**src/rtl/hazard_pkg.sv**
```systemverilog
// Shared types and constants for the pipeline hazard controller.
package hazard_pkg;

   typedef enum logic [0:0] {
      RUN     = 1'b0,
      MD_BUSY = 1'b1
   } md_state_t;

   localparam logic [1:0] FWD_RF  = 2'b00;
   localparam logic [1:0] FWD_WB  = 2'b01;
   localparam logic [1:0] FWD_MEM = 2'b10;

endpackage

```
**src/rtl/forward_unit.sv**
```systemverilog
// Single-operand EX forwarding select: the MEM result wins over the WB result; x0 is never forwarded.
module forward_unit
   import hazard_pkg::*;
(
   input  logic [4:0] rs_i,
   input  logic [4:0] rd_m_i,
   input  logic [4:0] rd_w_i,
   input  logic       reg_write_m_i,
   input  logic       reg_write_w_i,
   output logic [1:0] fwd_o
);

   // Priority compare against the M and W destination registers
   always_comb begin
      fwd_o = FWD_RF;
      if (reg_write_m_i && (rd_m_i != 5'd0) && (rd_m_i == rs_i)) begin
         fwd_o = FWD_MEM;
      end else if (reg_write_w_i && (rd_w_i != 5'd0) && (rd_w_i == rs_i)) begin
         fwd_o = FWD_WB;
      end else begin
         fwd_o = FWD_RF;
      end
   end

endmodule

```
**src/rtl/hazard_ctrl.sv**
```systemverilog
// hazard_ctrl: stall, flush and forwarding control for the 5-stage core, including the mul/div hold sequencer.
// Defining HAZARD_PERF_CNT_EN adds the StallCnt_o/FlushCnt_o performance counters.
module hazard_ctrl
   import hazard_pkg::*;
#(
   parameter int DATA_WIDTH     = 32,
   parameter int MULDIV_LATENCY = 4
) (
   input  logic       clk,
   input  logic       rst_n,
   input  logic [4:0] Rs1D_i,
   input  logic [4:0] Rs2D_i,
   input  logic [4:0] Rs1E_i,
   input  logic [4:0] Rs2E_i,
   input  logic [4:0] RdE_i,
   input  logic [4:0] RdM_i,
   input  logic [4:0] RdW_i,
   input  logic       RegWriteM_i,
   input  logic       RegWriteW_i,
   input  logic       LoadE_i,
   input  logic       PCSrcE_i,
   input  logic       MdStartE_i,
   output logic       StallF_o,
   output logic       StallD_o,
   output logic       StallE_o,
   output logic       FlushD_o,
   output logic       FlushE_o,
   output logic       FlushM_o,
   output logic [1:0] ForwardAE_o,
   output logic [1:0] ForwardBE_o,
   output logic       MdBusy_o,
   output logic       MdDone_o
`ifdef HAZARD_PERF_CNT_EN
   ,
   output logic [DATA_WIDTH-1:0] StallCnt_o,
   output logic [DATA_WIDTH-1:0] FlushCnt_o
`endif
);

   localparam int            CW       = $clog2(MULDIV_LATENCY) + 1;
   localparam logic          MD_EN    = (MULDIV_LATENCY > 1);
   localparam logic [CW-1:0] CNT_LOAD = (MULDIV_LATENCY > 1) ? CW'(MULDIV_LATENCY - 2) : CW'(0);

   if ((DATA_WIDTH < 1) || (MULDIV_LATENCY < 1) || (MULDIV_LATENCY > 32)) begin : g_bad_param
      $error("hazard_ctrl: DATA_WIDTH must be >= 1 and MULDIV_LATENCY within 1..32");
   end

   md_state_t     state_q, state_d;
   logic [CW-1:0] cnt_q, cnt_d;
   logic          md_start_s;
   logic          load_use_s;

   forward_unit u_fwd_a (
      .rs_i          (Rs1E_i),
      .rd_m_i        (RdM_i),
      .rd_w_i        (RdW_i),
      .reg_write_m_i (RegWriteM_i),
      .reg_write_w_i (RegWriteW_i),
      .fwd_o         (ForwardAE_o)
   );

   forward_unit u_fwd_b (
      .rs_i          (Rs2E_i),
      .rd_m_i        (RdM_i),
      .rd_w_i        (RdW_i),
      .reg_write_m_i (RegWriteM_i),
      .reg_write_w_i (RegWriteW_i),
      .fwd_o         (ForwardBE_o)
   );

   assign md_start_s = MdStartE_i && MD_EN;
   assign load_use_s = LoadE_i && (RdE_i != 5'd0) && ((RdE_i == Rs1D_i) || (RdE_i == Rs2D_i));

   // Mul/div sequencer state register
   always_ff @(posedge clk or negedge rst_n) begin
      if (!rst_n) begin
         state_q <= RUN;
         cnt_q   <= '0;
      end else begin
         state_q <= state_d;
         cnt_q   <= cnt_d;
      end
   end

   // Next state: cnt counts the remaining stalled cycles after the start cycle
   always_comb begin
      state_d = state_q;
      cnt_d   = cnt_q;
      case (state_q)
         RUN: begin
            if (md_start_s) begin
               state_d = MD_BUSY;
               cnt_d   = CNT_LOAD;
            end else begin
               state_d = RUN;
            end
         end
         MD_BUSY: begin
            if (cnt_q != '0) begin
               cnt_d = cnt_q - CW'(1);
            end else begin
               state_d = RUN;
            end
         end
         default: begin
            state_d = RUN;
            cnt_d   = '0;
         end
      endcase
   end

   // Pipeline controls; a held mul/div masks branch and load-use handling, and reset forces them low
   always_comb begin
      StallF_o = 1'b0;
      StallD_o = 1'b0;
      StallE_o = 1'b0;
      FlushD_o = 1'b0;
      FlushE_o = 1'b0;
      FlushM_o = 1'b0;
      MdBusy_o = 1'b0;
      MdDone_o = 1'b0;
      if (!rst_n) begin
         MdBusy_o = 1'b0;
      end else if (state_q == MD_BUSY) begin
         MdBusy_o = 1'b1;
         if (cnt_q != '0) begin
            StallF_o = 1'b1;
            StallD_o = 1'b1;
            StallE_o = 1'b1;
            FlushM_o = 1'b1;
         end else begin
            MdDone_o = 1'b1;
         end
      end else if (md_start_s) begin
         StallF_o = 1'b1;
         StallD_o = 1'b1;
         StallE_o = 1'b1;
         FlushM_o = 1'b1;
         MdBusy_o = 1'b1;
      end else if (PCSrcE_i) begin
         FlushD_o = 1'b1;
         FlushE_o = 1'b1;
      end else if (load_use_s) begin
         StallF_o = 1'b1;
         StallD_o = 1'b1;
         FlushE_o = 1'b1;
      end else begin
         MdBusy_o = 1'b0;
      end
   end

`ifdef HAZARD_PERF_CNT_EN
   logic [DATA_WIDTH-1:0] stall_cnt_q, stall_cnt_d;
   logic [DATA_WIDTH-1:0] flush_cnt_q, flush_cnt_d;

   // Free-running event counters, wrapping naturally
   always_comb begin
      stall_cnt_d = stall_cnt_q;
      flush_cnt_d = flush_cnt_q;
      if (StallF_o) begin
         stall_cnt_d = stall_cnt_q + DATA_WIDTH'(1);
      end else begin
         stall_cnt_d = stall_cnt_q;
      end
      if (FlushE_o) begin
         flush_cnt_d = flush_cnt_q + DATA_WIDTH'(1);
      end else begin
         flush_cnt_d = flush_cnt_q;
      end
   end

   // Counter registers
   always_ff @(posedge clk or negedge rst_n) begin
      if (!rst_n) begin
         stall_cnt_q <= '0;
         flush_cnt_q <= '0;
      end else begin
         stall_cnt_q <= stall_cnt_d;
         flush_cnt_q <= flush_cnt_d;
      end
   end

   assign StallCnt_o = stall_cnt_q;
   assign FlushCnt_o = flush_cnt_q;
`endif

endmodule
```
**config.mk**
```make
export PLATFORM = sky130hd
export DESIGN_NAME = hazard_ctrl
export DESIGN_NICKNAME = d
export VERILOG_FILES = /design/src/rtl/hazard_pkg.sv /design/src/rtl/forward_unit.sv /design/src/rtl/hazard_ctrl.sv
export SDC_FILE = /design/constraint.sdc
export NUM_CORES = 1
export LEC_CHECK = 0
export ABC_AREA = 1
export CAP_MARGIN = 20
export CELL_PAD_IN_SITES_DETAIL_PLACEMENT = 2
export CELL_PAD_IN_SITES_GLOBAL_PLACEMENT = 2
export CORE_UTILIZATION = 14
export CTS_CLUSTER_SIZE = 8
export DETAILED_ROUTE_END_ITERATION = 8
export GPL_TIMING_DRIVEN = 0
export PLACE_DENSITY = 0.72
export REMOVE_ABC_BUFFERS = 1
export SYNTH_ARGS = -nofsm -noshare
export SYNTH_HDL_FRONTEND = slang
export SYNTH_HIERARCHICAL = 1
export SYNTH_SLANG_ARGS = --single-unit
```
**constraint.sdc**
```tcl
create_clock -name clk -period 1.35 [get_ports clk]
set_input_delay 0.27 -clock clk [delete_from_list [all_inputs] [get_ports clk]]
set_output_delay 0.27 -clock clk [all_outputs]
set_load 0.02 [all_outputs]
```
==> flow_summary.ini <==
[timing]
hold_viol_final = 0
fin_crit_sh_pct = 119.5
finalWorstSetupSlack_ns = -0.2629
max_slew_margin_pct = 84.85
grt_setup_unrepaired = yes
setup-violations-final = 8
finClkSkew_ns = 0.002077
worst_pin_slew_ns = 0.2270
final_max_slew_viol_count = 0
fmax_mhz = 620.0
finalSetupTns_ns = -1.452
min_period_ns = 1.613

[job]
maxCapViolCount = 0

[synth]
netlist_area_um2 = 880.8
ys_seq_area_share_pct = 11.36
synth_area_leaders = nand2_1 (28%), inv_1 (17%), dfrtp_1 (11%)
ys_ff_latch = 4
syn_inst = 183
synth_top_area_share_pct = 28.13
yosys_warnings = 6
syn_avg_cell_area_um2 = 4.813
synth_area_leader_cell = nand2_1
synthDistinctLibCells = 18

[critical_path]
cp_max_fo = 4
crit_arrival_ns = 1.34
r2r_start = cnt_q[1]
critPathLaunchType = flip-flop
crit_start = state_q
criticalPathCategory = flip-flop to output pin
crit_required_ns = 1.08
endpoint_kind = output pin

[clocking]
cts_buffers = 3
cts_buffer_depth = 2
root_buffer = clkbuf_8
cts_tree = done
clock-sinks = 4
clk_latency_ns = 0.22
h-tree-depth = 1
clk_pin_slew_ns = 0.03

[die]
die_w_um = 81.32
design.die.area_um2 = 6613
die_y_um = 81.32
core_region_area_um2 = 5991
io-pin-count = 54
num_rows = 28
initial_utilization_pct = 14.70

[placement]
portBuffers = 53
gp_congestion = 0.7085
place_hpwl_um = 2967

[power]
p_sw_share_pct = 41.19
p_leak_nw = 0.9692
power_frac_seq_pct = 15.1
p_int_uw = 882.3
p_per_area_nw_per_um2 = 830.9
comb_power_share_pct = 68.4
ir_drop_v = 0.0007825
power.clock.fraction_pct = 16.6
p_sw_uw = 617.9

[route]
antenna_left = 0
drt-wirelength-per-cell_um = 11.40
drtIter0Drc = 5
via_per_inst = 4.071
wl_um = 3715
first_pass_iters = 4
routed-via-count = 1327
drc = 0

[finish]
post-route-util_pct = 30.14
area_delta_synth_final_pct = 105.0
n_antenna_cell = 0
final_cell_mix = nand2_1 (53), buf_6 (25), inv_2 (24), inv_1 (16), buf_4 (16)
drive_gt1_share_pct = 54.98
num-fill-cells = 747
layout.nets = 297
final_common_cell = nand2_1

[global_route]
globalRouteTotalUtil_pct = 11.32
grt_pass1_vias = 1376
overflow = 0
antenna_found_initial = 0
grt_start_max_net_pins = 7
grt_pass1_wl_um = 5913

[min_path]
hold_start = cnt_q[1]
hold_path_class = flip-flop to flip-flop

[run_status]
status = finished with violations
violations = negative setup slack
==> layer usage <==
| layer | global-route usage, % | wire [um] |
|---|---|---|
| met4 | 1.607 | 12 |
| met5 | 0 | 0 |
| met3 | 2.135 | 221 |
| met2 | 21.17 | 2024 |
| met1 | 13.40 | 1456 |
==> Yosys cell counts (all sizes together) <==
cell    number
o21ai        8
nor2        28
buf          2
inv         44
nand3       13
xnor2        2
a31oi        1
xor2         2
a21oi        5
nand2       68
a21boi       2
o21bai       1
dfrtp        4
nand4        1
ha           2
==> registers in the layout, indices dropped and copies added, names as in the netlist <==
name     cells
cnt_q        3
state_q      1
==> critical path, cell delays in order (launching register included) <==
cell and delay (ns):
dfrtp_2 0.44, nor2_4 0.18, inv_2 0.07, nand2_4 0.08, nor2_4 0.04, o21bai_4 0.18, buf_6 0.13
==> per-stage QoR <==
stage | instance area, um2 | instances | total power, mW | worst slack [ns] | hold slack (ns)
floorplan | 865.8 | 181 | 0.5806 | -0.6965 | -0.02559
global placement | 1490 | 309 | 0.8983 | -1.030 | 0.5363
detailed placement | 1490 | 309 | 0.9245 | -1.042 | 0.5350
CTS | 1623 | 322 | 1.434 | -0.2847 | 0.5784
global route | 1805 | 326 | 1.629 | -0.3191 | 0.6293
finish | 1805 | 326 | 1.500 | -0.2629 | 0.5811
==> power groups by stage <==
stage          combinational [mW]  clock, mW  sequential [mW]
6_report                     1.03      0.248            0.226
5_1_grt                      1.13      0.265            0.232
2_1_floorplan               0.378          0            0.203
3_3_place_gp                0.689          0            0.210
3_5_place_dp                0.713          0            0.212
4_1_cts                     0.954      0.254            0.227
==> cell families after synthesis <==
| group | share of synthesized area (%) |
|---|---|
| flip-flops | 11.36 |
| XOR/XNOR | 3.978 |
| AO/OA/AOI/OAI | 10.65 |
| AND/OR/NAND/NOR | 50.71 |
| buffers and inverters | 20.45 |
| adder cells (fa/ha/maj) | 2.840 |
==> layout make-up <==
type	instances	area (um2)	share of cell area (%)
clock buffers	3	41.29	2.287
inverters	44	177.7	9.841
multi-input cells	133	775.7	42.97
flip-flops and latches	4	101.3	5.613
well taps	75	93.84	5.198
repair buffers	67	615.6	34.10
==> final timing paths <==
kind | cells past startpoint | slack [ns] | end
worst max register to register | 8 | 0.16 | cnt_q[1]
min in group asynchronous | 2 | 0.60 | cnt_q[0]
worst max-delay path | 6 | -0.26 | StallF_o
worst min register to register | 2 | 0.58 | cnt_q[1]
worst min-delay path | 2 | 0.58 | cnt_q[1]
max in group asynchronous | 2 | 0.56 | state_q
==> timing repair <==
item                                    in CTS  in global routing
gates resized for setup                    278                 60
pin swaps                                   49                 38
setup buffers                               10                  4
hold endpoints to repair                     4                  0
endpoints found under the setup margin      12                 12
hold buffers                                 1                  0
Note: power is estimated with default switching activity, not from simulation.
